`src/rtl/serial_detect_pkg.sv`:
```
// Shared types and helpers for the serial detector scheduler.
package serial_detect_pkg;

    typedef enum logic [2:0] {
        IDLE  = 3'd0,
        LOAD  = 3'd1,
        SHIFT = 3'd2,
        DRAIN = 3'd3,
        DONE  = 3'd4
    } sched_state_t;

    localparam logic REQ0 = 1'b0;
    localparam logic REQ1 = 1'b1;

    // Round-robin pick: a lone request wins; on a tie the one not served last wins.
    function automatic logic [1:0] rr_pick(input logic [1:0] req, input logic last_served);
        logic [1:0] pick;
        pick = 2'b00;
        case (req)
            2'b01:   pick = 2'b01;
            2'b10:   pick = 2'b10;
            2'b11:   pick = (last_served == REQ1) ? 2'b01 : 2'b10;
            default: pick = 2'b00;
        endcase
        return pick;
    endfunction

endpackage

```
`src/rtl/serial_detect_sched_piso.sv`:
```
// Parallel-load, MSB-first shift register with a down-counting bit index.
module piso_shifter #(
    parameter int WIDTH = 8
) (
    input  logic             clock,
    input  logic             reset,
    input  logic             load,
    input  logic             shift,
    input  logic [WIDTH-1:0] din,
    output logic             bit_out,
    output logic             last_bit
);
    localparam int CW = $clog2(WIDTH);

    logic [WIDTH-1:0] sreg_q, sreg_d;
    logic [CW-1:0]    cnt_q, cnt_d;

    always_comb begin
        sreg_d = sreg_q;
        cnt_d  = cnt_q;
        if (load) begin
            sreg_d = din;
            cnt_d  = CW'(WIDTH - 1);
        end else if (shift) begin
            sreg_d = {sreg_q[WIDTH-2:0], 1'b0};
            if (cnt_q != '0) cnt_d = cnt_q - CW'(1);
        end
    end

    always_ff @(posedge clock) begin
        if (reset) begin
            sreg_q <= '0;
            cnt_q  <= '0;
        end else begin
            sreg_q <= sreg_d;
            cnt_q  <= cnt_d;
        end
    end

    assign bit_out  = sreg_q[WIDTH-1];
    assign last_bit = (cnt_q == '0);

endmodule

```
`src/rtl/serial_detect_sched.sv`:
```
// Round-robin scheduler sharing one bit-serial sequence detector between two requesters.
module serial_detect_sched
    import serial_detect_pkg::*;
#(
    parameter int WIDTH = 8,
    parameter int CNTW  = $clog2(WIDTH + 1)
) (
    input  logic             clock,
    input  logic             reset,
    input  logic [1:0]       req,
    input  logic [WIDTH-1:0] data0,
    input  logic [WIDTH-1:0] data1,
    input  logic             hit_in,
    output logic             serial_out,
    output logic             serial_valid,
    output logic             det_clear,
    output logic [1:0]       grant,
    output logic             busy,
    output logic             done,
    output logic [CNTW-1:0]  hit_count
);
    sched_state_t    state_q, state_d;
    logic [1:0]      grant_q, grant_d;
    logic            last_served_q, last_served_d;
    logic [CNTW-1:0] hit_count_q, hit_count_d;
    logic            skip_q, skip_d;
    logic            bit_out, last_bit;
    logic [WIDTH-1:0] word;

    assign word = grant_q[REQ1] ? data1 : data0;

    piso_shifter #(.WIDTH(WIDTH)) u_piso (
        .clock    (clock),
        .reset    (reset),
        .load     (state_q == LOAD),
        .shift    (state_q == SHIFT),
        .din      (word),
        .bit_out  (bit_out),
        .last_bit (last_bit)
    );

    always_comb begin
        state_d       = state_q;
        grant_d       = grant_q;
        last_served_d = last_served_q;
        hit_count_d   = hit_count_q;
        skip_d        = skip_q;
        case (state_q)
            IDLE: begin
                if (req != 2'b00) begin
                    grant_d = rr_pick(req, last_served_q);
                    state_d = LOAD;
                end
            end
            LOAD: begin
                last_served_d = grant_q[REQ1] ? REQ1 : REQ0;
                hit_count_d   = '0;
                skip_d        = 1'b1;
                state_d       = SHIFT;
            end
            SHIFT: begin
                // The detector is Moore, so the sample in the first bit cycle predates the word.
                skip_d = 1'b0;
                if (!skip_q && hit_in) hit_count_d = hit_count_q + CNTW'(1);
                if (last_bit) state_d = DRAIN;
            end
            DRAIN: begin
                if (hit_in) hit_count_d = hit_count_q + CNTW'(1);
                state_d = DONE;
            end
            DONE: begin
                grant_d = 2'b00;
                state_d = IDLE;
            end
            default: begin
                grant_d = 2'b00;
                state_d = IDLE;
            end
        endcase
    end

    always_ff @(posedge clock) begin
        if (reset) begin
            state_q       <= IDLE;
            grant_q       <= 2'b00;
            last_served_q <= REQ1;
            hit_count_q   <= '0;
            skip_q        <= 1'b0;
        end else begin
            state_q       <= state_d;
            grant_q       <= grant_d;
            last_served_q <= last_served_d;
            hit_count_q   <= hit_count_d;
            skip_q        <= skip_d;
        end
    end

    assign serial_valid = (state_q == SHIFT);
    assign serial_out   = (state_q == SHIFT) & bit_out;
    assign det_clear    = (state_q == LOAD);
    assign busy         = (state_q != IDLE);
    assign done         = (state_q == DONE);
    assign grant        = grant_q;
    assign hit_count    = hit_count_q;

endmodule

```
`config.mk`:
```
export PLATFORM = sky130hd
export DESIGN_NAME = serial_detect_sched
export DESIGN_NICKNAME = d
export VERILOG_FILES = /design/src/rtl/serial_detect_pkg.sv /design/src/rtl/serial_detect_sched_piso.sv /design/src/rtl/serial_detect_sched.sv
export SDC_FILE = /design/constraint.sdc
export NUM_CORES = 1
export LEC_CHECK = 0
export BUFFER_PORTS_ARGS = -buffer_cell sky130_fd_sc_hd__buf_2
export CAP_MARGIN = 20
export CORE_MARGIN = 2
export CORE_UTILIZATION = 45
export DETAILED_ROUTE_END_ITERATION = 7
export HOLD_SLACK_MARGIN = 0.02
export PLACE_DENSITY_LB_ADDON = 0.1
export SYNTH_ARGS = -nofsm -noshare
export SYNTH_HDL_FRONTEND = slang
export SYNTH_SLANG_ARGS = --single-unit
export TNS_END_PERCENT = 5
```
`constraint.sdc`:
```
create_clock -name clock -period 1.35 [get_ports clock]
set_clock_uncertainty 0.1 [all_clocks]
set_input_delay 0.2025 -clock clock [delete_from_list [all_inputs] [get_ports clock]]
set_output_delay 0.2025 -clock clock [all_outputs]
set_load 0.05 [all_outputs]
```
==> results.yml, run 1 <==
synthesis:
  cells_taking_the_most_area_after_synthesis: "sky130_fd_sc_hd__dfxtp_1 40%, sky130_fd_sc_hd__mux2_2 7.2%, sky130_fd_sc_hd__nand2_1 7.2%, sky130_fd_sc_hd__a22oi_1 4.8%, sky130_fd_sc_hd__a21oi_1 4.6%"
  ys.warnings.count: 0
  avgSynthCellArea_um2: 8.728
  yosys.cell_count.top_type: "sky130_fd_sc_hd__dfxtp_1"
  synth-seq-area-share: 0.4037
  synth_largest_area_cell: "sky130_fd_sc_hd__dfxtp_1"
  syn_inst: 125
  syn-cell-area_um2: 1091
  yosysUniqueCellTypes: 37
  post_synthesis_net_count: 149
  ys_async_sr_fraction: 0
  synth_top_area_frac: 0.4037
  commonest_cells_post_synth: "22 x sky130_fd_sc_hd__dfxtp_1, 21 x sky130_fd_sc_hd__nand2_1, 10 x sky130_fd_sc_hd__a21oi_1"
  synth_enable_flop_cells: 0
  postSynthRegisterBits: 22
  postSynth.topFlopCell: "sky130_fd_sc_hd__dfxtp_1"
cells_and_area:
  num_antenna_cells: 0
  num-nets-final: 196
  multi_input_area_um2: 653.1
  fillerInstances: 204
  stdcell_area_um2: 1528
  syn_to_final_growth_pct: 40.02
  drive_gt1_frac: 0.4882
  seq_area_um2: 459.2
  fin_util: 0.6776
  final_cell_count_no_fill: 198
floorplan:
  start_util: 0.4839
  placeableCoreArea_um2: 2255
  ios: 32
  die_area_um2: 2835
  fp-row-count: 17
  die_w_um: 53.24
  die_height_um: 53.24
timing:
  min_period_ns: 1.557
  timing.final.hold_violations: 0
  timing.slew.headroom: 0.6981
  fmax_ghz: 0.6423
  fin_worst_hold_slack_ns: 0.1305
  setup_viol_count_final: 9
  finalCritPeriodShare: 1.153
  slew_viol_final: 0
  worst_slew_pin_slew_ns: 0.4529
  worst_slack_ns: -0.2069
  setup_repair_after_global_routing_missed_its_margin: "yes"
clock_tree:
  cts_num_sinks: 22
  cts_hold_buf: 0
  clock_buffer_count_from_cts: 3
  cts.root.buffer_cell: "sky130_fd_sc_hd__clkbuf_4"
  clock_path_buffers: 2
  cts_tree: "built"
  cts-htree-levels: 1
  clock_latency_of_the_later_clocked_register_in_the_worst_skew_pair_ns: 0.30
  cts.reportedPaths.clkPinSlew_ns: 0.12
route:
  route.detailed.vias_per_inst: 5.384
  num_vias: 1066
  drt_pre_antenna_iters: 4
  detail_route.wl_per_cell_um: 12.73
  finalWirelength_um: 2520
  drt_drc_violations_left: 0
  first_iter_violations: 10
  route.antenna.remaining_nets: 0
worst_setup_path:
  critical_path.slowest_cell: "sky130_fd_sc_hd__dfxtp_4"
  capture_point_of_the_worst_reg_to_reg_path: "u_piso.cnt_q[2]$_SDFFE_PP0P_"
  crit_path_max_fanout: 5
  critical-path-max-stage-delay_ns: 0.39
  worst_setup_path_startpoint: "state_q[2]$_SDFFE_PP0P_"
  r2r-start: "state_q[2]$_SDFFE_PP0P_"
  critPathRequiredTime_ns: 1.05
  setup.worst_path.end: "serial_out"
  critical_path_at_ns: 1.25
  setup.worst_path.start_class: "register"
  setup.worst_path.class: "register to output pin"
  setup_slack_of_the_most_critical_reg_to_reg_path_ns: -0.17
  timing.critical_path.cells: "nor3b_4 > and2_4 > buf_8"
  timing.reg2reg.worst_path_depth: 6
  end_kind: "output pin"
power:
  cellPowerDensity_nw_per_um2: 1426
  total_power_mw: 2.178
  power.leakage_nw: 0.6387
  worst_ir_drop_vdd_v: 0.0009945
outcome:
  status: "complete, but fails checks"
  failing_checks: "negative setup slack"
global_routing:
  grt_antenna_before_repair: 0
  maximum_number_of_pins_on_one_net_before_global_route_repair: 23
  globalRouteTotalUtil: 0.1964
  grt_pass1_vias: 927
  grt_first_pass_wirelength_um: 3995
  globalRouteOverflowTotal: 0
placement:
  placed_cells: 192
  placement.io_buffers: 31
  detailed_place_hpwl_um: 1827
  gpl.final_weighted_congestion: 0.7511
  detailed_place.area_um2: 1368
run:
  maxCapViolations: 0
hold_path:
  hold_path.class: "primary input to register"
-- logic make-up after synthesis --
logic type	Yosys count	synth area share
AO/OA/AOI/OAI	29	0.1778
XOR/XNOR	3	0.02409
adder cells (fa/ha/maj)	3	0.03441
buffers and inverters	12	0.05733
flip-flops	22	0.4037
multiplexers	8	0.08143
AND/OR/NAND/NOR	48	0.2213
-- layout by cell type (no fill, tap or decap), types with 3 or more instances in the layout --
cell type                  netlist  final
sky130_fd_sc_hd__a21oi_1        10      6
sky130_fd_sc_hd__a21oi_2         0      4
sky130_fd_sc_hd__a22oi_1         7      6
sky130_fd_sc_hd__buf_2           2     25
sky130_fd_sc_hd__buf_4           2     19
sky130_fd_sc_hd__buf_6           1      4
sky130_fd_sc_hd__clkbuf_4        0      3
sky130_fd_sc_hd__dfxtp_1        22     15
sky130_fd_sc_hd__dfxtp_2         0      3
sky130_fd_sc_hd__dfxtp_4         0      4
sky130_fd_sc_hd__ha_1            3      3
sky130_fd_sc_hd__mux2_2          7      7
sky130_fd_sc_hd__nand2_1        21     20
sky130_fd_sc_hd__nor2_1          4      3
sky130_fd_sc_hd__nor2b_1         5      4
sky130_fd_sc_hd__nor3_1          6      5
-- flip-flops by register name, summed over array words and instances, names as in the netlist --
name and cells:
last_served_q 1, u_piso.cnt_q 3, hit_count 4, grant 2
skip_q 1, state_q 3, u_piso.sreg_q 8
-- worst max-delay path, delay by kind of cell, from the launching register on --
family | cells | cell delay [ns]
and+or+nand+nor | 2 | 0.42
DFF | 1 | 0.39
buffers and inverters | 1 | 0.14
-- what timing repair did --
item	4_1_cts	5_1_grt
endpoints found under the setup margin	22	21
pin swaps	7	3
setup buffers	2	1
gates resized for setup	27	9
-- how the worst min path moves through the flow --
| stage | slack, ns | startpoint | end | cells past startpoint |
|---|---|---|---|---|
| 2_1_floorplan | 0.18 | reset | state_q[0]$_SDFFE_PP0P_ | 1 |
| 3_3_place_gp | 0.35 | u_piso.sreg_q[4]$_SDFFE_PP0P_ | u_piso.sreg_q[4]$_SDFFE_PP0P_ | 2 |
| 3_5_place_dp | 0.35 | u_piso.sreg_q[1]$_SDFFE_PP0P_ | u_piso.sreg_q[1]$_SDFFE_PP0P_ | 2 |
| 4_1_cts | 0.13 | data0[7] | u_piso.sreg_q[7]$_SDFFE_PP0P_ | 3 |
| 5_1_grt | 0.15 | data0[7] | u_piso.sreg_q[7]$_SDFFE_PP0P_ | 3 |
| 6_report | 0.13 | data0[7] | u_piso.sreg_q[7]$_SDFFE_PP0P_ | 3 |
-- where the power goes --
| part | switching [mW] | total [mW] | internal [mW] |
|---|---|---|---|
| Sequential | 0.0907 | 0.853 | 0.762 |
| Combinational | 0.544 | 1.03 | 0.483 |
| Clock | 0.194 | 0.298 | 0.104 |
| Total | 0.829 | 2.18 | 1.35 |
-- per-stage QoR --
stage / setup slack, ns / TNS (ns)
after global routing: -0.2767 / -2.354
after floorplan: -0.1119 / -1.121
after global placement: -0.08077 / -0.2475
final: -0.2069 / -1.198
after detailed placement: -0.1203 / -0.7123
after CTS: -0.2146 / -1.143
-- routing by layer --
| metal | wire [um] | GRT usage | share of wire |
|---|---|---|---|
| met1 | 1114 | 0.2282 | 0.44 |
| met5 | 0 | 0 | 0 |
| met3 | 136 | 0.05085 | 0.054 |
| met4 | 46 | 0.08974 | 0.018 |
| met2 | 1222 | 0.3333 | 0.48 |
-- layout make-up --
| cell class | instances | area share |
|---|---|---|
| multi-input combinational | 91 | 0.4275 |
| sequential | 22 | 0.3006 |
| timing repair buffer | 50 | 0.2244 |
| tap | 28 | 0.02293 |
| clock buffer | 3 | 0.01474 |
| inverter | 4 | 0.009828 |
(Power assumes the default switching activity.)
==> run 2: changes to the inputs <==
CORE_UTILIZATION = 47   (was 45)
CTS_BUF_LIST = sky130_fd_sc_hd__clkbuf_8   (was default)
MAX_ROUTING_LAYER = met4   (was default)
==> run 2 against run 1 <==
  * The run still ends with negative setup slack left
  * Routed wire length is 6.3% higher
  * First-iteration DRC count is 130% higher
  * Clock power is 34% higher
  * Register-to-register slack better by 0.07 ns
  * Global-route usage is 3.0 points higher
  * Sequential share of layout area is 0.69 points lower
  * Hold slack better by 0.081 ns
  * Combinational power hardly changed
  * Via count is 0.56% higher
  * Die area is 3.9% lower
  * Clock-buffer cell count stayed put
  * Worst setup slack better by 0.031 ns
  * Highest routed layer unchanged
==> results.yml, run 2 (same netlist as run 1, synthesis figures left out) <==
cells_and_area:
  layout.cells.most_common: "sky130_fd_sc_hd__buf_2"
  num_antenna_cells: 0
  max_flop_register: "u_piso.sreg_q"
  syn_to_final_growth_pct: 42.55
  most_frequent_cells_in_the_layout: "25 x sky130_fd_sc_hd__buf_2, 20 x sky130_fd_sc_hd__nand2_1, 20 x sky130_fd_sc_hd__buf_4, 15 x sky130_fd_sc_hd__dfxtp_1, 10 x sky130_fd_sc_hd__a21oi_1"
  drive_gt1_frac: 0.4798
  largest_register_ff_count: 8
  num-nets-final: 199
floorplan:
  placeableCoreArea_um2: 2212
  die_area_um2: 2723
  fp-row-count: 17
  ios: 32
  die_height_um: 52.18
  start_util: 0.4932
  die_w_um: 52.18
timing:
  timing.final.hold_violations: 0
  worst_slew_pin_slew_ns: 0.4131
  worst_slack_ns: -0.1757
  setup_repair_after_global_routing_missed_its_margin: "yes"
  finalCritPeriodShare: 1.130
  min_period_ns: 1.526
  fmax_ghz: 0.6554
  slew_viol_final: 0
  timing.slew.headroom: 0.7246
  fin_worst_hold_slack_ns: 0.2111
  setup_tns_ns: -1.239
  setup_viol_count_final: 17
worst_setup_path:
  end_kind: "output pin"
  critical-path-max-stage-delay_ns: 0.39
  setup.worst_path.start_class: "register"
  critical_path.slowest_cell: "sky130_fd_sc_hd__dfxtp_4"
  setup.worst_path.class: "register to output pin"
  combined_buffer_and_inverter_count_along_the_critical_path: 1
  path_delay_family: "simple AND/OR/NAND/NOR gates"
  timing.critical_path.cells: "nor3b_4 > and2_4 > buf_8"
  critPathRequiredTime_ns: 1.05
  crit_path_max_fanout: 8
  critical_path_at_ns: 1.22
global_routing:
  globalRouteOverflowTotal: 0
  grt_first_pass_wirelength_um: 4471
  maximum_number_of_pins_on_one_net_before_global_route_repair: 23
  grt_pass1_vias: 1008
  grt_antenna_before_repair: 0
  globalRouteTotalUtil: 0.2265
clock_tree:
  cts.reportedPaths.clkPinSlew_ns: 0.08
  clock_path_buffers: 2
  clock_latency_of_the_later_clocked_register_in_the_worst_skew_pair_ns: 0.26
  cts_tree: "built"
  cts_num_sinks: 22
  cts.root.buffer_cell: "sky130_fd_sc_hd__clkbuf_8"
  cts-htree-levels: 1
  clock_buffer_count_from_cts: 3
route:
  drt_drc_violations_left: 0
  drt_pre_antenna_iters: 4
  detail_route.wl_per_cell_um: 13.33
  first_iter_violations: 23
  route.antenna.remaining_nets: 0
  route.detailed.vias_per_inst: 5.333
  num_vias: 1072
  finalWirelength_um: 2679
outcome:
  failing_checks: "negative setup slack"
  status: "complete, but fails checks"
power:
  power.leakage_nw: 0.6602
  cellPowerDensity_nw_per_um2: 1492
  total_power_mw: 2.320
  worst_ir_drop_vdd_v: 0.0009918
placement:
  placement.io_buffers: 31
  gpl.final_weighted_congestion: 0.7357
  detailed_place_hpwl_um: 1833
  place_ws_ns: -0.1284
run:
  maxCapViolations: 0
hold_path:
  hold_path.class: "primary input to register"
[run 2: cell count changes in the layout (fill, tap and decap cells not counted), sizes merged]
cell	change
buf	+3
[run 2: layer usage]
| metal | global-route usage | routed length [um] | vias up |
|---|---|---|---|
| li1 | - | - | 537 |
| met1 | 0.2832 | 1277 | 509 |
| met2 | 0.3755 | 1296 | 22 |
| met3 | 0.02571 | 72 | 4 |
| met4 | 0.08974 | 32 | 0 |
| met5 | - | 0 | - |
[run 2: path summary, 6_finish.rpt]
path                                  from                             to  slack, ns  cells after the start
max                state_q[1]$_SDFFE_PP0P_                     serial_out      -0.18                      3
min                                 req[1]          grant[1]$_SDFFE_PP0P_       0.21                      3
max reg2reg        state_q[1]$_SDFFE_PP0P_   u_piso.cnt_q[2]$_SDFFE_PP0P_      -0.10                      5
min reg2reg  u_piso.sreg_q[2]$_SDFFE_PP0P_  u_piso.sreg_q[2]$_SDFFE_PP0P_       0.37                      2
[run 2: area by class of cell]
type                    count  area, um^2
multi-input cells          91       634.4
inverters                   4       15.01
flip-flops and latches     22       456.7
clock buffers               3       41.29
repair buffers             53       372.9
well taps                  28       35.03
fillers                   195       656.9
[run 2: report_power, final]
part / internal (mW) / leakage, nW / total [mW] / switching [mW]
sequential: 0.762 / 0.184 / 0.858 / 0.0962
clock: 0.199 / 0.0216 / 0.400 / 0.201
combinational: 0.508 / 0.454 / 1.06 / 0.555
total: 1.47 / 0.660 / 2.32 / 0.852
[run 2: worst reg2reg max path, cell delays in order (launching register included)]
cell	delay (ns)
sky130_fd_sc_hd__dfxtp_4	0.39
sky130_fd_sc_hd__nor3b_4	0.25
sky130_fd_sc_hd__buf_4	0.16
sky130_fd_sc_hd__nand2_1	0.06
sky130_fd_sc_hd__or3_1	0.30
sky130_fd_sc_hd__a31oi_1	0.12
[run 2: stage by stage]
step                      cells  instance area, um^2  utilization
after floorplan             125                 1121            -
after global placement      193                 1375       0.6216
after detailed placement    193                 1375       0.6216
after CTS                   200                 1538       0.6951
after global routing        201                 1555       0.7031
final                       201                 1555       0.7031
[run 2: repair_timing]
item | in CTS | in global routing
setup buffers | 4 | 1
endpoints found under the setup margin | 17 | 21
gates resized for setup | 29 | 3
pin swaps | 10 | 0
hold buffers | 0 | 0
